## src/rtl/traffic_pkg.sv

```systemverilog
// Shared types and lamp encodings for the junction controller and its helpers.
// Lamp vectors are {red, amber, green}, matching a single traffic head.
package traffic_pkg;

  typedef enum logic [2:0] {
    ST_ALL_RED   = 3'd0,
    ST_RED_AMBER = 3'd1,
    ST_GREEN     = 3'd2,
    ST_AMBER     = 3'd3,
    ST_WALK      = 3'd4
  } state_t;

  typedef enum logic {
    DIR_NS = 1'b0,
    DIR_EW = 1'b1
  } dir_t;

  localparam logic [2:0] LAMP_RED       = 3'b100;
  localparam logic [2:0] LAMP_RED_AMBER = 3'b110;
  localparam logic [2:0] LAMP_GREEN     = 3'b001;
  localparam logic [2:0] LAMP_AMBER     = 3'b010;

  // Lamp shown by the head currently being served; the idle head is always red.
  function automatic logic [2:0] active_lamp(input state_t s);
    case (s)
      ST_RED_AMBER: active_lamp = LAMP_RED_AMBER;
      ST_GREEN:     active_lamp = LAMP_GREEN;
      ST_AMBER:     active_lamp = LAMP_AMBER;
      default:      active_lamp = LAMP_RED;
    endcase
  endfunction

endpackage

```

## src/rtl/phase_timer.sv

```systemverilog
// Loadable down-counter that flags the last cycle of a phase.
// A phase loaded with T-1 therefore lasts exactly T cycles.
module phase_timer #(
  parameter int CNT_W = 4
) (
  input  logic             clk,
  input  logic             load,
  input  logic [CNT_W-1:0] load_val,
  output logic             done
);

  logic [CNT_W-1:0] count;

  always_ff @(posedge clk) begin
    if (load)
      count <= load_val;
    else if (count != '0)
      count <= count - 1'b1;
  end

  assign done = (count == '0);

endmodule

```

## src/rtl/junction_controller.sv

```systemverilog
// Two-road junction sequencer with a pedestrian all-walk phase.
// Outputs decode from registered state only, so they switch on the state edge.
module junction_controller
  import traffic_pkg::*;
#(
  parameter int T_RED_AMBER = 2,
  parameter int T_GREEN     = 8,
  parameter int T_AMBER     = 2,
  parameter int T_ALL_RED   = 1,
  parameter int T_WALK      = 6,
  parameter int CNT_W       = 4
) (
  input  logic       clk,
  input  logic       rst,
  input  logic       ped_req,
  output logic [2:0] ns_lamps,
  output logic [2:0] ew_lamps,
  output logic       walk,
  output logic       ped_ack,
  output logic       ped_pending
);

  localparam logic [CNT_W-1:0] LD_RED_AMBER = CNT_W'(T_RED_AMBER - 1);
  localparam logic [CNT_W-1:0] LD_GREEN     = CNT_W'(T_GREEN - 1);
  localparam logic [CNT_W-1:0] LD_AMBER     = CNT_W'(T_AMBER - 1);
  localparam logic [CNT_W-1:0] LD_ALL_RED   = CNT_W'(T_ALL_RED - 1);
  localparam logic [CNT_W-1:0] LD_WALK      = CNT_W'(T_WALK - 1);

  state_t           state_q, state_d;
  dir_t             dir_q, dir_d;
  logic             pending_q;
  logic             ack_q;
  logic             done;
  logic             enter_walk;
  logic             timer_load;
  logic [CNT_W-1:0] timer_val;

  phase_timer #(.CNT_W(CNT_W)) u_timer (
    .clk      (clk),
    .load     (timer_load),
    .load_val (timer_val),
    .done     (done)
  );

  // A request arriving on the WALK-entry edge survives the clear (set wins).
  always_ff @(posedge clk) begin
    if (rst) begin
      state_q   <= ST_ALL_RED;
      dir_q     <= DIR_EW;
      pending_q <= 1'b0;
      ack_q     <= 1'b0;
    end else begin
      state_q   <= state_d;
      dir_q     <= dir_d;
      ack_q     <= enter_walk;
      if (ped_req)
        pending_q <= 1'b1;
      else if (enter_walk)
        pending_q <= 1'b0;
    end
  end

  always_comb begin
    state_d    = state_q;
    dir_d      = dir_q;
    enter_walk = 1'b0;
    if (done) begin
      case (state_q)
        ST_RED_AMBER: state_d = ST_GREEN;
        ST_GREEN:     state_d = ST_AMBER;
        ST_AMBER:     state_d = ST_ALL_RED;
        ST_ALL_RED: begin
          if (pending_q) begin
            state_d    = ST_WALK;
            enter_walk = 1'b1;
          end else begin
            state_d = ST_RED_AMBER;
            dir_d   = dir_t'(~dir_q);
          end
        end
        ST_WALK: begin
          state_d = ST_RED_AMBER;
          dir_d   = dir_t'(~dir_q);
        end
        default:      state_d = ST_ALL_RED;
      endcase
    end
  end

  // Every expiry is a state change, so the timer reloads on done or reset.
  always_comb begin
    timer_load = rst | done;
    case (state_d)
      ST_RED_AMBER: timer_val = LD_RED_AMBER;
      ST_GREEN:     timer_val = LD_GREEN;
      ST_AMBER:     timer_val = LD_AMBER;
      ST_WALK:      timer_val = LD_WALK;
      default:      timer_val = LD_ALL_RED;
    endcase
    if (rst)
      timer_val = LD_ALL_RED;
  end

  always_comb begin
    ns_lamps = LAMP_RED;
    ew_lamps = LAMP_RED;
    walk     = 1'b0;
    case (state_q)
      ST_WALK:    walk = 1'b1;
      ST_ALL_RED: walk = 1'b0;
      default: begin
        if (dir_q == DIR_NS)
          ns_lamps = active_lamp(state_q);
        else
          ew_lamps = active_lamp(state_q);
      end
    endcase
  end

  assign ped_ack     = ack_q;
  assign ped_pending = pending_q;

endmodule

```

## config.mk

```make
export PLATFORM = sky130hd
export DESIGN_NAME = junction_controller
export DESIGN_NICKNAME = d
export VERILOG_FILES = /design/src/rtl/traffic_pkg.sv /design/src/rtl/phase_timer.sv /design/src/rtl/junction_controller.sv
export SDC_FILE = /design/constraint.sdc
export NUM_CORES = 1
export LEC_CHECK = 0
export ABC_AREA = 1
export BUFFER_PORTS_ARGS = -buffer_cell sky130_fd_sc_hd__buf_2
export CAP_MARGIN = 30
export CORE_MARGIN = 4
export CORE_UTILIZATION = 45
export DETAILED_ROUTE_END_ITERATION = 10
export PLACE_DENSITY = 0.67
export SLEW_MARGIN = 5
export SYNTH_ARGS = -nofsm -noshare
export SYNTH_HDL_FRONTEND = slang
export SYNTH_SLANG_ARGS = --single-unit
```

## constraint.sdc

```tcl
create_clock -name clk -period 2.9 [get_ports clk]
set_clock_uncertainty 0.15 [all_clocks]
set_input_delay 0.29 -clock clk [delete_from_list [all_inputs] [get_ports clk]]
set_output_delay 0.29 -clock clk [all_outputs]
set_load 0.01 [all_outputs]
```

# ---- Word level (Yosys, flattened, before mapping)
# Index checks and enable logic that the tools add are counted.
dict set report classes {
  order_cmp 0
  eq_ne 9
  muxes 20
  multipliers 0
  add_sub_neg 1
  shifts 0
  n_reduce_logical 9
  bitwise 2
  div_mod_pow 0
}
# cell count
set ops {}
lappend ops {{$mux W3} 6}
lappend ops {{$pmux W3 S3} 2}
lappend ops {{$eq A3 B2 Y1 const B} 4}
lappend ops {{$mux W4} 3}
lappend ops {{$pmux W3 S4} 1}
lappend ops {{$mux W1} 7}
lappend ops {{$eq A3 B1 Y1 const B} 2}
lappend ops {{$eq A3 B3 Y1 const B} 2}
lappend ops {{$reduce_bool A2 Y1} 3}
lappend ops {{$logic_not A4 Y1} 1}
lappend ops {{$reduce_bool A4 Y1} 1}
lappend ops {{$reduce_or A2 Y1} 2}
lappend ops {{$sub A4 B1 Y4 const B} 1}
lappend ops {{$logic_not A3 Y1} 1}
lappend ops {{$reduce_and A3 Y1} 1}
lappend ops {{$ne A2 B2 Y1 const B} 1}
lappend ops {{$pmux W1 S2} 1}
lappend ops {{$not A1 Y1} 1}
lappend ops {{$or A1 B1 Y1} 1}
dict set report word_totals {
  elab_cells 46
  n_memories 0
  latch_bits 0
  output_inout_bits 9
  ramBits 0
  rom_bits 0
  register_bits 10
  inputBits 3
}

# ---- Logic depth before layout (Yosys ltp)
dict set report logic_depth {
  word_depth 8
  depth_mapped 12
  ltp_nobuf 12
}

# ---- Hierarchy
# Synthesis repeated with hierarchy kept, for this count alone.
dict set report hier_totals {
  hier_cells 87
  area_unflattened_um2 613.1
}
# module cells_each n_inst seq_area_each_um2 area_per_inst_um2
set modules_own_cells {}
lappend modules_own_cells {junction_controller 61 1 120.1 389.1}
lappend modules_own_cells {phase_timer 26 1 120.1 224.0}

# ---- Worst setup path before layout
# No wires, ideal clock.
dict set report synth_timing {
  kind {flip-flop to flip-flop}
  startpoint {reg u_timer.count[0]}
  endpoint {reg u_timer.count[0] (data pin)}
  setup_ps 252
  path_buffers 0
  slack_ps 1216
  stages_incl_launch_ff 12
  arrival_time_ps 1282
  required_time_ps 2498
  synth_period_minus_slack_ps 1684
  path_cell_list {edfxtp_1 -> inv_1 -> ha_1 -> nand2_1 -> nor2_4 -> nand3_2 -> nand2_1 -> nor2_2 -> nand2_1 -> nand2_1 -> nand2_1 -> nand2_1}
}
dict set report synth_via {
  elab_chain_cells 7
  word_cells_on_any_way 13
  classes_between {1 x add/sub; 4 x eq/ne; 5 x mux; 1 x bitwise; 2 x reduce/logical}
}
# item line_no
set synth_rtl {}
lappend synth_rtl {{start: declaration} phase_timer.sv:12} ;# logic [CNT_W-1:0] count;
lappend synth_rtl {{start signal: assignment} phase_timer.sv:16} ;# count <= load_val;
lappend synth_rtl {{start signal: assignment} phase_timer.sv:18} ;# count <= count - 1'b1;
lappend synth_rtl {{$logic_not A4 Y1} phase_timer.sv:21} ;# assign done = (count == '0);
lappend synth_rtl {{$mux W3} junction_controller.sv:67} ;# if (done) begin
lappend synth_rtl {{$eq A3 B2 Y1 / $eq A3 B1 Y1 (equally long branches)} junction_controller.sv:93} ;# case (state_d)
lappend synth_rtl {{$reduce_or A2 Y1 (no line)} -}
lappend synth_rtl {{$pmux W3 S3} junction_controller.sv:93}
lappend synth_rtl {{$mux W4} junction_controller.sv:100} ;# if (rst)
lappend synth_rtl {{$mux W4 (*)} phase_timer.sv:15} ;# if (load)
# Mark *: on every way between the ends. The rest lies on a longest branch, timed or not. The select of a mux whose other input is x is not followed.
# A chain may end at the register's enable or synchronous reset.

# ---- Worst setup path after layout
# Same ends and word-level chain as after synthesis.

==> summary.txt <==
Global routing
  – Antenna violations before repair: 0
  – Total congestion overflow: 0
  – Largest net degree at the start of global routing: 9
  – Number of global-route vias before repair: 500
  – First-pass GRT wire length: 2150 um
  – Gr usage total: 0.150

Logic synthesis
  – Post-synthesis sequential area ratio: 0.390
  – Async SR Flop Fraction: 0
  – Yosys top cell area share: 0.195
  – #FFs+latches synth: 10
  – Synth Cell Area: 616 sq um
  – Post-synthesis cell count: 90
  – EDFF count, synth: 4
  – Ys flop type: dfxtp_1
  – Mean Syn Cell Area: 6.84 sq um
  – Synth area leader: dfxtp_1
  – Top cells by area, synth: dfxtp_1 (20%), edfxtp_1 (20%), nand2_1 (17%), nor2_1 (9.1%), inv_1 (5.5%)
  – Synth cell types: 20
  – Most frequent cells after synthesis: nand2_1 (28), nor2_1 (15), inv_1 (9)
  – Most frequent cell after synthesis: nand2_1
  – YS warnings: 0

Setup path
  – Top delay family on crit path: simple AND/OR/NAND/NOR gates
  – CP Buf/Inv Count: 1
  – FF-to-FF End: u_timer.count[0]
  – Worst Setup Path Type: reg -> reg
  – CP Launch Point: u_timer.count[0]
  – CP Data Required Time: 2900 ps
  – Worst path slowest cell: edfxtp_1
  – Worst setup SP type: flip-flop
  – R2R setup slack: 1080 ps
  – Worst Path Arrival: 1820 ps
  – Reg2reg path depth: 12
  – Cells along the critical path: inv_1 > ha_1 > nand2_1 > nor2_4 > nand3_1 > nand2_1 > nand2_1 > nand2_1 > nand2_1 > nand2_1 > nand2_1 > nand2_1
  – Critical path's largest stage delay: 360 ps
  – CP most frequent cell: nand2_1
  – Crit. End Element: flip-flop
  – Critical path fanouts, max: 6
  – Reg-to-reg critical path startpoint: u_timer.count[0]

Pwr
  – PwrDens: 516 nW/um^2
  – Largest vdd supply drop: 0.281 mV
  – Lkg Pwr: 0.380 nW

Hold path
  – HP Start: ped_req
  – Hold WC Path Type: in -> reg
  – Hold Crit Endpoint: ped_pending
  – Hold Path Cell Cnt: 3

CTS
  – H-tree levels: 1
  – Clock root cell: clkbuf_4
  – Num CTS Buffers: 3
  – Hold bufs inserted after CTS: 0
  – CTS Buffer Depth: 2
  – Worst skew pair latency: 270 ps
  – Post-CTS Resized: 0
  – Clock sink total: 10
  – Clock transition at path regs: 70 ps
  – Post-CTS Setup Bufs: 0
  – CTS tree: built

Floorplanning
  – I/O pin count: 12
  – Core Region: 1300 sq um
  – Die area: 2020 sq um
  – Die height: 45.0 um
  – Die width: 45.0 um
  – Starting Density: 0.473
  – Number of core rows: 13

Finish
  – Sequential Area: 240 sq um
  – Final Core Density: 0.555
  – ANT cells: 0
  – Post-route design area: 722 sq um
  – Multi-input logic area: 344 sq um
  – Fin cells: 122
  – Filler cell count: 143
  – Final nets: 113
  – Layout cells sized above 1: 0.206
  – Area delta synth->final: 17.3%

Detailed routing
  – Routed wire length: 1280 um
  – Post-DR vias/cell: 4.77
  – Antenna Violating Nets Remaining: 0
  – Pre-antenna DRT Iters: 4
  – DR WL/cell: 10.5 um
  – Post-route DRC: 0
  – Initial DRC Count: 17
  – Via Count: 582

Placement
  – Placed Instances: 118
  – GPL Wtd Cong: 0.791
  – Post-DP HPWL: 986 um
  – IO Port Bufs: 11
  – Dpl cell area: 696 sq um

STA
  – # setup viols final: 0
  – RSZ-0062 raised after global routing: false
  – Slew Limit Fails: 0
  – Sum Neg Setup Slack: 0 ps
  – Fin crit period: 1820 ps
  – Hold slack: 89.0 ps
  – Fin crit share: 0.628
  – Fin. Hold Viols: 0
  – Max Fclk: 549 MHz

Outcome
  – Run status: finished, final reports clean

Job
  – Max-cap violations: 0
final cells by class:
| class | instances | area share |
|---|---|---|
| Clock buffer | 3 | 0.0312 |
| Multi-Input combinational cell | 72 | 0.477 |
| Inverter | 10 | 0.0520 |
| Clock inverter | 1 | 0.00520 |
| Sequential cell | 10 | 0.333 |
| Timing Repair Buffer | 11 | 0.0763 |
| Tap cell | 15 | 0.0260 |
through the flow:
step,setup slack [ps],power [mW]
after floorplan,1220,0.253
after global placement,1140,0.274
after detailed placement,1080,0.277
after CTS,1080,0.377
after global routing,912,0.405
final,1080,0.373
state kept, by name (all words and copies together), names as in the netlist:
signal / cells
u_timer.count: 4
ped_pending: 1
ped_ack: 1
dir_q: 1
state_q: 3
report_power, final:
part	leakage, nW	internal (mW)	switching [mW]
clock network	0.0154	0.0497	0.0488
logic	0.275	0.0346	0.0654
registers	0.0898	0.162	0.0126
cell usage in the layout (no fill, tap or decap), types with 2 or more instances in the layout:
| cell | Yosys | final |
|---|---|---|
| buf_2 | 1 | 11 |
| conb_1 | 1 | 4 |
| o21ai_0 | 3 | 3 |
| clkbuf_4 | 0 | 3 |
| edfxtp_1 | 4 | 4 |
| nand2_1 | 28 | 28 |
| nor2_1 | 15 | 15 |
| nand3_1 | 5 | 5 |
| nor2_2 | 4 | 4 |
| inv_1 | 9 | 9 |
| a21oi_1 | 4 | 4 |
| ha_1 | 2 | 2 |
| dfxtp_1 | 6 | 6 |
worst reg2reg max path, cell delays in order (launching register included):
cell and delay [ps]:
edfxtp_1 360, inv_1 120, ha_1 250, nand2_1 110
nor2_4 170, nand3_1 100, nand2_1 100, nand2_1 50
nand2_1 60, nand2_1 80, nand2_1 70, nand2_1 40
nand2_1 40
cells by family (layout without fill, tap and decap cells):
| family | count (synthesis) | count (layout) | share of synthesized area |
|---|---|---|---|
| and+or+nand+nor | 57 | 57 | 0.415 |
| buffers and inverters | 11 | 25 | 0.0691 |
| xor gates and xnor gates | 1 | 1 | 0.0142 |
| other | 1 | 4 | 0.00609 |
| DFF | 10 | 10 | 0.390 |
| AOI/OAI and AO/OA | 8 | 8 | 0.0650 |
| adders and majority gates | 2 | 2 | 0.0406 |
layer usage:
metal  track usage  up-vias  wire, um
met1         0.197      242       603
met3        0.0478        5        97
li1              -      313         -
met4        0.0877        0        25
met5             0        -         0
met2         0.215       22       556
worst max-delay path by stage:
stage	endpoint	slack, ps	depth (start not counted)
after detailed placement	u_timer.count[0]	1080	11
after global placement	u_timer.count[0]	1140	11
after floorplan	u_timer.count[0]	1220	11
final	u_timer.count[0]	1080	12
after CTS	u_timer.count[0]	1080	11
after global routing	u_timer.count[1]	910	9
(Power assumes the default switching activity.)
